[config.mk]
export PLATFORM = sky130hd
export DESIGN_NAME = bcp_implication_queue
export DESIGN_NICKNAME = d
export VERILOG_FILES = /design/src/rtl/bcp_implication_queue.sv
export SDC_FILE = /design/constraint.sdc
export NUM_CORES = 1
export LEC_CHECK = 0
export ABC_AREA = 1
export BUFFER_PORTS_ARGS = -buffer_cell sky130_fd_sc_hd__buf_4
export CORE_MARGIN = 4
export CORE_UTILIZATION = 50
export CTS_CLUSTER_DIAMETER = 120
export CTS_CLUSTER_SIZE = 24
export DETAILED_ROUTE_END_ITERATION = 10
export HOLD_SLACK_MARGIN = 0.03
export PLACE_DENSITY = 0.8
export SYNTH_ARGS = -nofsm -noshare
export SYNTH_HDL_FRONTEND = slang
export SYNTH_SLANG_ARGS = --single-unit
[constraint.sdc]
create_clock -name CLK -period 5.51 [get_ports CLK]
set_input_delay 0.551 -clock CLK [delete_from_list [all_inputs] [get_ports CLK]]
set_output_delay 0.551 -clock CLK [all_outputs]
set_load 0.005 [all_outputs]
[src/rtl/bcp_implication_queue.sv]
// -----------------------------------------------------------------------------
// bcp_implication_queue
//   Consumer end of the BCP unit-clause check. Takes the unit literal of a
//   4-literal clause and turns it into an implied variable assignment. The
//   assignment is recorded in a pending-implication table. New implications
//   are queued in a FIFO for the assignment writer. Repeats of a recorded
//   implication are dropped, and an implication that contradicts a recorded
//   one raises a sticky conflict.
//
// Ports
//   CLK, RST          clock, synchronous active-high reset
//   CLEAR             backtrack: wipe table, FIFO and conflict (one cycle)
//   UNIT_VALID/READY  unit-clause result handshake
//   UNIT_CLAUSE       one-hot (highest bit wins) unit-literal slot flags
//   CLAUSE_VARS       slot k variable index at [k*VAR_W +: VAR_W]
//   CLAUSE_POL        slot polarity, 1 = positive literal
//   IMPL_VALID/READY  implication FIFO head handshake
//   IMPL_VAR/VAL      head entry (0 when FIFO empty)
//   CONFLICT          sticky conflict flag
//   CONFLICT_VAR      variable that caused the conflict
//   COUNT             FIFO occupancy
//
// Optional build macro BCP_IMPL_STATS_EN adds saturating statistics outputs
// IMPL_CNT, DUP_CNT (16 bit) and CONF_CNT (8 bit), cleared by RST only.
// -----------------------------------------------------------------------------
module bcp_implication_queue #(
  parameter int unsigned NUM_VARS = 16,
  parameter int unsigned VAR_W    = 4,
  parameter int unsigned DEPTH    = 8
) (
  input  logic                         CLK,
  input  logic                         RST,
  input  logic                         CLEAR,
  input  logic                         UNIT_VALID,
  output logic                         UNIT_READY,
  input  logic [3:0]                   UNIT_CLAUSE,
  input  logic [4*VAR_W-1:0]           CLAUSE_VARS,
  input  logic [3:0]                   CLAUSE_POL,
  output logic                         IMPL_VALID,
  input  logic                         IMPL_READY,
  output logic [VAR_W-1:0]             IMPL_VAR,
  output logic                         IMPL_VAL,
  output logic                         CONFLICT,
  output logic [VAR_W-1:0]             CONFLICT_VAR,
`ifdef BCP_IMPL_STATS_EN
  output logic [15:0]                  IMPL_CNT,
  output logic [15:0]                  DUP_CNT,
  output logic [7:0]                   CONF_CNT,
`endif
  output logic [$clog2(DEPTH):0]       COUNT
);

  localparam int unsigned PTR_W = $clog2(DEPTH);
  localparam int unsigned CNT_W = PTR_W + 1;
  localparam int unsigned ENT_W = VAR_W + 1;

  typedef enum logic {S_RUN = 1'b0, S_CONFLICT = 1'b1} state_t;

  state_t                r_state;
  state_t                w_state_nxt;

  logic [NUM_VARS-1:0]   r_assigned;
  logic [NUM_VARS-1:0]   r_value;
  logic [ENT_W-1:0]      r_mem [DEPTH];
  logic [PTR_W-1:0]      r_wptr;
  logic [PTR_W-1:0]      r_rptr;
  logic [CNT_W-1:0]      r_count;
  logic [VAR_W-1:0]      r_conflict_var;

  logic [VAR_W-1:0]      w_var;
  logic                  w_val;
  logic                  w_any;
  logic                  w_in_range;
  logic                  w_accept;
  logic                  w_lookup;
  logic                  w_present;
  logic                  w_push;
  logic                  w_dup;
  logic                  w_conf;
  logic                  w_pop;
  logic [ENT_W-1:0]      w_head;

  // Implied literal: ascending scan so the highest set flag wins.
  always_comb begin
    w_var = '0;
    w_val = 1'b0;
    w_any = 1'b0;
    for (int k = 0; k < 4; k++) begin
      if (UNIT_CLAUSE[k]) begin
        w_var = CLAUSE_VARS[k*VAR_W +: VAR_W];
        w_val = CLAUSE_POL[k];
        w_any = 1'b1;
      end
    end
  end

  // Table lookup and event decode; CLEAR discards any accept or pop.
  always_comb begin
    w_in_range = (32'(w_var) < NUM_VARS);
    w_accept   = UNIT_VALID & UNIT_READY & ~CLEAR;
    w_lookup   = w_accept & w_any & w_in_range;
    w_present  = w_in_range ? r_assigned[w_var] : 1'b0;
    w_push     = w_lookup & ~w_present;
    w_dup      = w_lookup &  w_present & (r_value[w_var] == w_val);
    w_conf     = w_lookup &  w_present & (r_value[w_var] != w_val);
    // A conflict flushes the FIFO, so a pop in that cycle is ignored.
    w_pop      = IMPL_VALID & IMPL_READY & ~CLEAR & ~w_conf;
    w_head     = r_mem[r_rptr];
  end

  // FSM state register.
  always_ff @(posedge CLK) begin
    if (RST) r_state <= S_RUN;
    else     r_state <= w_state_nxt;
  end

  // FSM next state: CONFLICT is left only through CLEAR (or RST).
  always_comb begin
    w_state_nxt = r_state;
    if (CLEAR) begin
      w_state_nxt = S_RUN;
    end else begin
      case (r_state)
        S_RUN:      if (w_conf) w_state_nxt = S_CONFLICT;
        S_CONFLICT: w_state_nxt = S_CONFLICT;
        default:    w_state_nxt = S_RUN;
      endcase
    end
  end

  // FSM outputs; UNIT_READY is held low while RST is asserted.
  always_comb begin
    UNIT_READY   = 1'b0;
    IMPL_VALID   = 1'b0;
    CONFLICT     = 1'b0;
    IMPL_VAR     = '0;
    IMPL_VAL     = 1'b0;
    COUNT        = r_count;
    CONFLICT_VAR = r_conflict_var;
    case (r_state)
      S_RUN: begin
        UNIT_READY = ~RST & (r_count != CNT_W'(DEPTH));
        IMPL_VALID = (r_count != '0);
      end
      S_CONFLICT: CONFLICT = 1'b1;
      default: ;
    endcase
    if (IMPL_VALID) begin
      IMPL_VAR = w_head[ENT_W-1:1];
      IMPL_VAL = w_head[0];
    end
  end

  // Table, FIFO pointers, occupancy and conflict variable.
  always_ff @(posedge CLK) begin
    if (RST || CLEAR) begin
      r_assigned     <= '0;
      r_value        <= '0;
      r_wptr         <= '0;
      r_rptr         <= '0;
      r_count        <= '0;
      r_conflict_var <= '0;
    end else if (w_conf) begin
      r_wptr         <= '0;
      r_rptr         <= '0;
      r_count        <= '0;
      r_conflict_var <= w_var;
    end else begin
      if (w_push) begin
        r_mem[r_wptr]     <= {w_var, w_val};
        r_assigned[w_var] <= 1'b1;
        r_value[w_var]    <= w_val;
        r_wptr            <= r_wptr + PTR_W'(1);
      end
      if (w_pop) r_rptr <= r_rptr + PTR_W'(1);
      case ({w_push, w_pop})
        2'b10:   r_count <= r_count + CNT_W'(1);
        2'b01:   r_count <= r_count - CNT_W'(1);
        default: r_count <= r_count;
      endcase
    end
  end

`ifdef BCP_IMPL_STATS_EN
  logic [15:0] r_impl_cnt;
  logic [15:0] r_dup_cnt;
  logic [7:0]  r_conf_cnt;

  // Saturating statistics; survive CLEAR, cleared by RST.
  always_ff @(posedge CLK) begin
    if (RST) begin
      r_impl_cnt <= '0;
      r_dup_cnt  <= '0;
      r_conf_cnt <= '0;
    end else begin
      if (w_push && (r_impl_cnt != 16'hFFFF)) r_impl_cnt <= r_impl_cnt + 16'd1;
      if (w_dup  && (r_dup_cnt  != 16'hFFFF)) r_dup_cnt  <= r_dup_cnt  + 16'd1;
      if (w_conf && (r_conf_cnt != 8'hFF))    r_conf_cnt <= r_conf_cnt + 8'd1;
    end
  end

  assign IMPL_CNT = r_impl_cnt;
  assign DUP_CNT  = r_dup_cnt;
  assign CONF_CNT = r_conf_cnt;
`endif

`ifndef SYNTHESIS
  // Out-of-range variable indices are dropped as no-ops; flag them in sim.
  always_ff @(posedge CLK) begin
    if (!RST && w_accept && w_any) begin
      assert (w_in_range)
        else $error("bcp_implication_queue: variable index %0d out of range", w_var);
    end
  end
`endif

endmodule

==> results of run 1 <==
-- cell usage in the layout, fill, tap and decap left out, drive strengths merged, types with 2 or more instances in the layout --
cell	netlist	layout
xor2	3	3
inv	53	54
ha	5	5
clkinvlp	0	2
dfxtp	50	50
o22ai	9	9
nor2	85	85
nor4	10	10
a21oi	21	21
nor3	6	6
clkinv	6	7
nand3b	6	6
o21a	10	10
a22oi	2	2
a31oi	6	6
edfxtp	40	40
nand2	129	129
nand3	18	18
clkbuf	8	11
buf	7	46
o21ai	38	38
-- critical path, cell delays in order --
cell and delay (ns):
sky130_fd_sc_hd__buf_4 0.13, sky130_fd_sc_hd__nor2_4 0.25, sky130_fd_sc_hd__nand3_4 0.25, sky130_fd_sc_hd__nand2_2 0.37, sky130_fd_sc_hd__nand2_1 0.09, sky130_fd_sc_hd__nand2_1 0.07, sky130_fd_sc_hd__nand2_1 0.04, sky130_fd_sc_hd__nand2_1 0.08
sky130_fd_sc_hd__nand2_1 0.06, sky130_fd_sc_hd__nand2_2 0.17, sky130_fd_sc_hd__nor2_8 0.07, sky130_fd_sc_hd__nor2_4 0.10, sky130_fd_sc_hd__nand3_4 0.14, sky130_fd_sc_hd__nand2_2 0.12, sky130_fd_sc_hd__inv_1 0.05, sky130_fd_sc_hd__ha_1 0.23
sky130_fd_sc_hd__ha_1 0.34, sky130_fd_sc_hd__nand2_1 0.08, sky130_fd_sc_hd__nor2_1 0.04, sky130_fd_sc_hd__a211oi_1 0.29, sky130_fd_sc_hd__nor2_1 0.07, sky130_fd_sc_hd__nor2_1 0.13, sky130_fd_sc_hd__xor2_1 0.15, sky130_fd_sc_hd__nor2_1 0.06
-- registers in the layout, indices dropped and copies added (netlist names), named ones only --
signal        flops
CONFLICT_VAR      4
COUNT             4
r_assigned       16
r_mem            40
r_rptr            3
r_state           1
r_value          16
r_wptr            3
-- layer usage --
metal	up-vias	global-route usage
met4	0	0.0634
li1	1805	-
met3	16	0.0386
met5	-	0
met2	98	0.367
met1	1675	0.248
-- per-stage QoR --
step / hold WS, ns / area, µm² / worst slack (ns) / cells / total power, µW
after global placement: 0.437 / 4740 / 1.62 / 657 / 850
after detailed placement: 0.442 / 4740 / 1.51 / 657 / 854
after global routing: 0.485 / 4940 / 1.49 / 673 / 1330
after CTS: 0.455 / 4940 / 1.86 / 673 / 1290
final: 0.455 / 4940 / 1.81 / 673 / 1280
after floorplan: 0.430 / 4350 / 2.20 / 521 / 808
-- power groups by stage --
| stage | logic (µW) | clock network, µW | registers, µW |
|---|---|---|---|
| after global routing | 150 | 479 | 706 |
| after floorplan | 88.5 | 0 | 719 |
| after CTS | 134 | 449 | 705 |
| final | 134 | 442 | 705 |
| after global placement | 130 | 0 | 720 |
| after detailed placement | 134 | 0 | 721 |
-- final timing paths --
kind	cells past startpoint	from	slack [ns]	to
max	24	UNIT_CLAUSE[2]	1.81	COUNT[3]
min	2	r_assigned[1]	0.45	r_assigned[1]
max reg2reg	16	COUNT[2]	2.26	COUNT[3]
min reg2reg	2	r_assigned[1]	0.45	r_assigned[1]
-- cell families after synthesis --
| group | after synthesis | synth area share |
|---|---|---|
| compound gates | 91 | 0.123 |
| xor+xnor | 4 | 0.00806 |
| fa+ha+maj | 6 | 0.0190 |
| buf+inv | 74 | 0.0708 |
| flops | 90 | 0.506 |
| simple gates | 256 | 0.273 |
-- area by class of cell --
type | count | area [µm²] | area share
flip-flops and latches | 90 | 2200 | 0.446
multi-input cells | 357 | 1840 | 0.373
repair buffers | 46 | 345 | 0.0699
inverters | 59 | 221 | 0.0449
clock buffers | 11 | 131 | 0.0266
well taps | 105 | 131 | 0.0266
clock inverters | 5 | 62.6 | 0.0127
==> flow_summary.ini, run 1 <==
[floorplan]
io-pin-count = 45
die_h_um = 101
core_area_um2 = 8340
rows = 33
die_width_um = 101
floorplan.die_area_um2 = 10300
initial_core_util = 0.521

[clocking]
tritoncts = built
cts-buffers-inserted = 9
cts.root.buffer_cell = sky130_fd_sc_hd__clkbuf_8
clock_tree.buffer_depth = 2
count_of_cells_resized_by_post_cts_repair = 0
clock_insertion_delay_worst_skew_ns = 0.36
cts.reportedPaths.clkPinSlew_ns = 0.08
postCtsHoldBufs = 0
cts-htree-levels = 3
sinks_on_the_clock_net = 90
postCtsSetupRepairBufs = 0

[global_routing]
grt_antenna_before_repair = 0
first_global_vias = 3566
grt_max_degree = 27
grt_pass1_wl_um = 16600
global_route.overflow_total = 0
gr-usage-all-layers = 0.205

[synthesis]
post-synth-top-area-fraction = 0.276
synthesis.instances = 521
synth_commonest_cells = sky130_fd_sc_hd__nand2_1, sky130_fd_sc_hd__nor2_1, sky130_fd_sc_hd__dfxtp_1
number_of_distinct_library_cells_after_synthesis = 43
ff_latch_count_synth = 90
yosys.area.top_type = sky130_fd_sc_hd__edfxtp_1
synth.most_common_cell = sky130_fd_sc_hd__nand2_1
syn-cell-area_um2 = 4350
synthesis.yosys.warnings = 0
async_flop_share = 0
mappedNetlistNets = 556
synth_area_per_cell_um2 = 8.35
synth_sequential_area_ratio = 0.506
ys_top_cells_by_area = sky130_fd_sc_hd__edfxtp_1, sky130_fd_sc_hd__dfxtp_1, sky130_fd_sc_hd__nand2_1, sky130_fd_sc_hd__nor2_1, sky130_fd_sc_hd__o21ai_0
number_of_synthesized_flops_with_an_enable_pin = 40
ys.flop_type = sky130_fd_sc_hd__dfxtp_1

[routing]
post-route-drc-count = 0
top_layer_used = met4
average_via_count_per_standard_cell = 5.34
wl_met3_um = 457
vias = 3594
wirelength_um = 9900
drtAntennaViolNets = 0
dr_wl_met2_um = 5150
wl_per_cell_um = 14.7
detail_route.first_pass.iterations = 5
iteration_0_drc_markers = 255
m1WireLength_um = 4170

[worst_setup_path]
timing.critical_path.required_ns = 5.77
crit_path_dat_ns = 3.96
path_max_fanout = 19
worst_setup_path_end_kind = flip-flop
crit_path_start_kind = primary input
path_class = primary input to flip-flop

[sta]
report.final.hold_viol_count = 0
tightestPinTransition_ns = 1.19
max_clk_rate_ghz = 0.270
min_period_over_period = 0.671
min_period_ns = 3.70
maxSlewViolCount = 0
clock-skew-final_ns = 0.0153
maxSlewHeadroom = 0.197
setup_viol = 0
unrepaired_setup_endpoints_after_global_routing = false
tns_ns = 0

[pwr]
ratio_of_total_power_to_cell_area_nw_per_um2 = 260
power_frac_comb = 0.105
netSwitchingFraction = 0.253
cellLeakagePower_uw = 0.00196
internal_power_consumption_uw = 958
pwr-share-clk = 0.345
switching_power_total_uw = 324
sequentialPowerShare = 0.550
vdd.ir_drop.worst_v = 0.000194

[placed_design]
placement.io_buffers = 44
detailedPlacementHpwl_um = 7030
gpl.final_weighted_congestion = 0.930

[finish]
final_standard_cell_utilization_of_the_core = 0.592
nFillCells = 732
drive_gt1_frac = 0.157
synthToLayoutAreaGrowth_pct = 13.5
antenna_cells_inserted = 0
fin_nets = 598

[run]
drv.max_cap_violation_count = 0

[outcome]
status = finished clean

[worst_hold_path]
holdCritPathClass = flip-flop to flip-flop
Power figures use the tool's default switching activity.
==> inputs of run 2 (changes only) <==
==> constraint.sdc (replaced) <==
create_clock -name CLK -period 3.75 [get_ports CLK]
set_input_delay 0.375 -clock CLK [delete_from_list [all_inputs] [get_ports CLK]]
set_output_delay 0.375 -clock CLK [all_outputs]
set_load 0.005 [all_outputs]
==> run 2 against run 1 <==
Wire length fell by 0.72%; clock skew fell by 0.0039 ns; via count rose by 1.7%; die area did not move; largest cell class unchanged; largest power group unchanged.
==> flow_summary.ini, run 2 (same netlist as run 1, synthesis figures left out) <==
[sta]
min_period_over_period = 0.871
clock-skew-final_ns = 0.0114
maxSlewHeadroom = 0.648
max_clk_rate_ghz = 0.306
tns_ns = 0
unrepaired_setup_endpoints_after_global_routing = false
setup_viol = 0
tightestPinTransition_ns = 0.527
report.final.hold_viol_count = 0
maxSlewViolCount = 0
min_period_ns = 3.26

[routing]
vias = 3654
wl_per_cell_um = 14.3
iteration_0_drc_markers = 157
average_via_count_per_standard_cell = 5.30
drtAntennaViolNets = 0
post-route-drc-count = 0
detail_route.first_pass.iterations = 6
wirelength_um = 9830

[clocking]
postCtsHoldBufs = 0
sinks_on_the_clock_net = 90
cts-htree-levels = 3
clock_tree.buffer_depth = 2
cts.reportedPaths.clkPinSlew_ns = 0.09
tritoncts = built
cts.root.buffer_cell = sky130_fd_sc_hd__clkbuf_8
cts-buffers-inserted = 9
postCtsSetupRepairBufs = 0
count_of_cells_resized_by_post_cts_repair = 0
clock_insertion_delay_worst_skew_ns = 0.36

[pwr]
vdd.ir_drop.worst_v = 0.000243
cellLeakagePower_uw = 0.00206
ratio_of_total_power_to_cell_area_nw_per_um2 = 386

[global_routing]
first_global_vias = 3542
global_route.overflow_total = 0
grt_pass1_wl_um = 16200
grt_max_degree = 27
gr-usage-all-layers = 0.202
grt_antenna_before_repair = 0

[finish]
fin_nets = 614
synthToLayoutAreaGrowth_pct = 17.0
layout_commonest_cell = sky130_fd_sc_hd__nand2_1
antenna_cells_inserted = 0
largest_registers = r_mem (40), r_assigned (16), r_value (16)
largest-register = r_mem
drive_gt1_frac = 0.182
flip_flop_count_of_the_largest_register_after_layout = 40
most-common-layout-cells = sky130_fd_sc_hd__nand2_1, sky130_fd_sc_hd__nor2_1, sky130_fd_sc_hd__buf_4, sky130_fd_sc_hd__dfxtp_1, sky130_fd_sc_hd__inv_1
layout.cell_area.non_filler_um2 = 5090
final_standard_cell_utilization_of_the_core = 0.610

[placed_design]
placement.io_buffers = 44
detailedPlacementHpwl_um = 7090
dpl_cell_area_um2 = 4860
gpl.final_weighted_congestion = 0.879

[worst_setup_path]
path_class = primary input to flip-flop
crit_path_start_kind = primary input
worst_reg_to_reg_cells = 14
worstReg2RegStart = COUNT[1]
worst_setup_path_end_kind = flip-flop
crit_path_dat_ns = 3.52
timing.critical_path.required_ns = 4.01
start_point_of_the_critical_path = UNIT_CLAUSE[1]
path_max_fanout = 12

[outcome]
status = finished clean

[floorplan]
die_width_um = 101
core_area_um2 = 8340
floorplan.die_area_um2 = 10300
initial_core_util = 0.521
rows = 33
die_h_um = 101
io-pin-count = 45

[run]
drv.max_cap_violation_count = 0

[worst_hold_path]
min_from = IMPL_READY
holdCritPathClass = primary input to flip-flop
hold_path_depth = 4
==> run 2: final timing paths <==
| kind | slack (ns) | to |
|---|---|---|
| worst max-delay path | 0.49 | COUNT[3] |
| worst min register to register | 0.46 | r_assigned[7] |
| worst max register to register | 0.65 | COUNT[3] |
| worst min-delay path | 0.46 | flip-flop |
==> run 2: layer usage <==
layer	global-route usage	vias up	wire length [µm]
li1	-	1836	-
met1	0.236	1698	3970
met2	0.370	109	5170
met3	0.0455	11	570
met4	0.0542	0	122
met5	0	-	0
==> run 2: cell type report <==
class,instances,area (µm²)
Multi-Input combinational cell,357,1840
Clock buffer,10,128
Fill cell,691,3250
Clock inverter,6,96.3
Sequential cell,90,2200
Timing Repair Buffer,62,465
Inverter,59,221
Tap cell,105,131
==> run 2: critical path, cell delays in order <==
cell and delay (ns):
sky130_fd_sc_hd__buf_4 0.14, sky130_fd_sc_hd__nor2_2 0.17, sky130_fd_sc_hd__a21boi_1 0.12, sky130_fd_sc_hd__a21oi_4 0.34, sky130_fd_sc_hd__inv_1 0.15, sky130_fd_sc_hd__nor2_1 0.22, sky130_fd_sc_hd__nand2_1 0.10, sky130_fd_sc_hd__nand2_2 0.15
sky130_fd_sc_hd__nor2_8 0.06, sky130_fd_sc_hd__nor2_4 0.09, sky130_fd_sc_hd__nand3_4 0.07, sky130_fd_sc_hd__nand2_2 0.09, sky130_fd_sc_hd__inv_1 0.05, sky130_fd_sc_hd__ha_1 0.21, sky130_fd_sc_hd__ha_1 0.34, sky130_fd_sc_hd__nand2_1 0.10
sky130_fd_sc_hd__nor2_1 0.04, sky130_fd_sc_hd__a211oi_1 0.25, sky130_fd_sc_hd__nor2_1 0.07, sky130_fd_sc_hd__nor2_1 0.15, sky130_fd_sc_hd__xor2_1 0.15, sky130_fd_sc_hd__nor2_1 0.07
==> run 2: per-stage QoR <==
step,power (µW),hold WS [ns],setup WS [ns],instances
2_1_floorplan,1190,0.430,0.617,521
3_3_place_gp,1260,0.438,0.335,673
3_5_place_dp,1260,0.441,0.126,673
4_1_cts,1980,0.452,0.524,689
5_1_grt,2050,0.468,0.210,689
6_report,1970,0.458,0.485,689
==> run 2: power by group <==
part,total [µW],internal (µW),switching (µW)
Sequential,1040,1030,2.86
Clock,728,385,343
Combinational,203,69.9,133
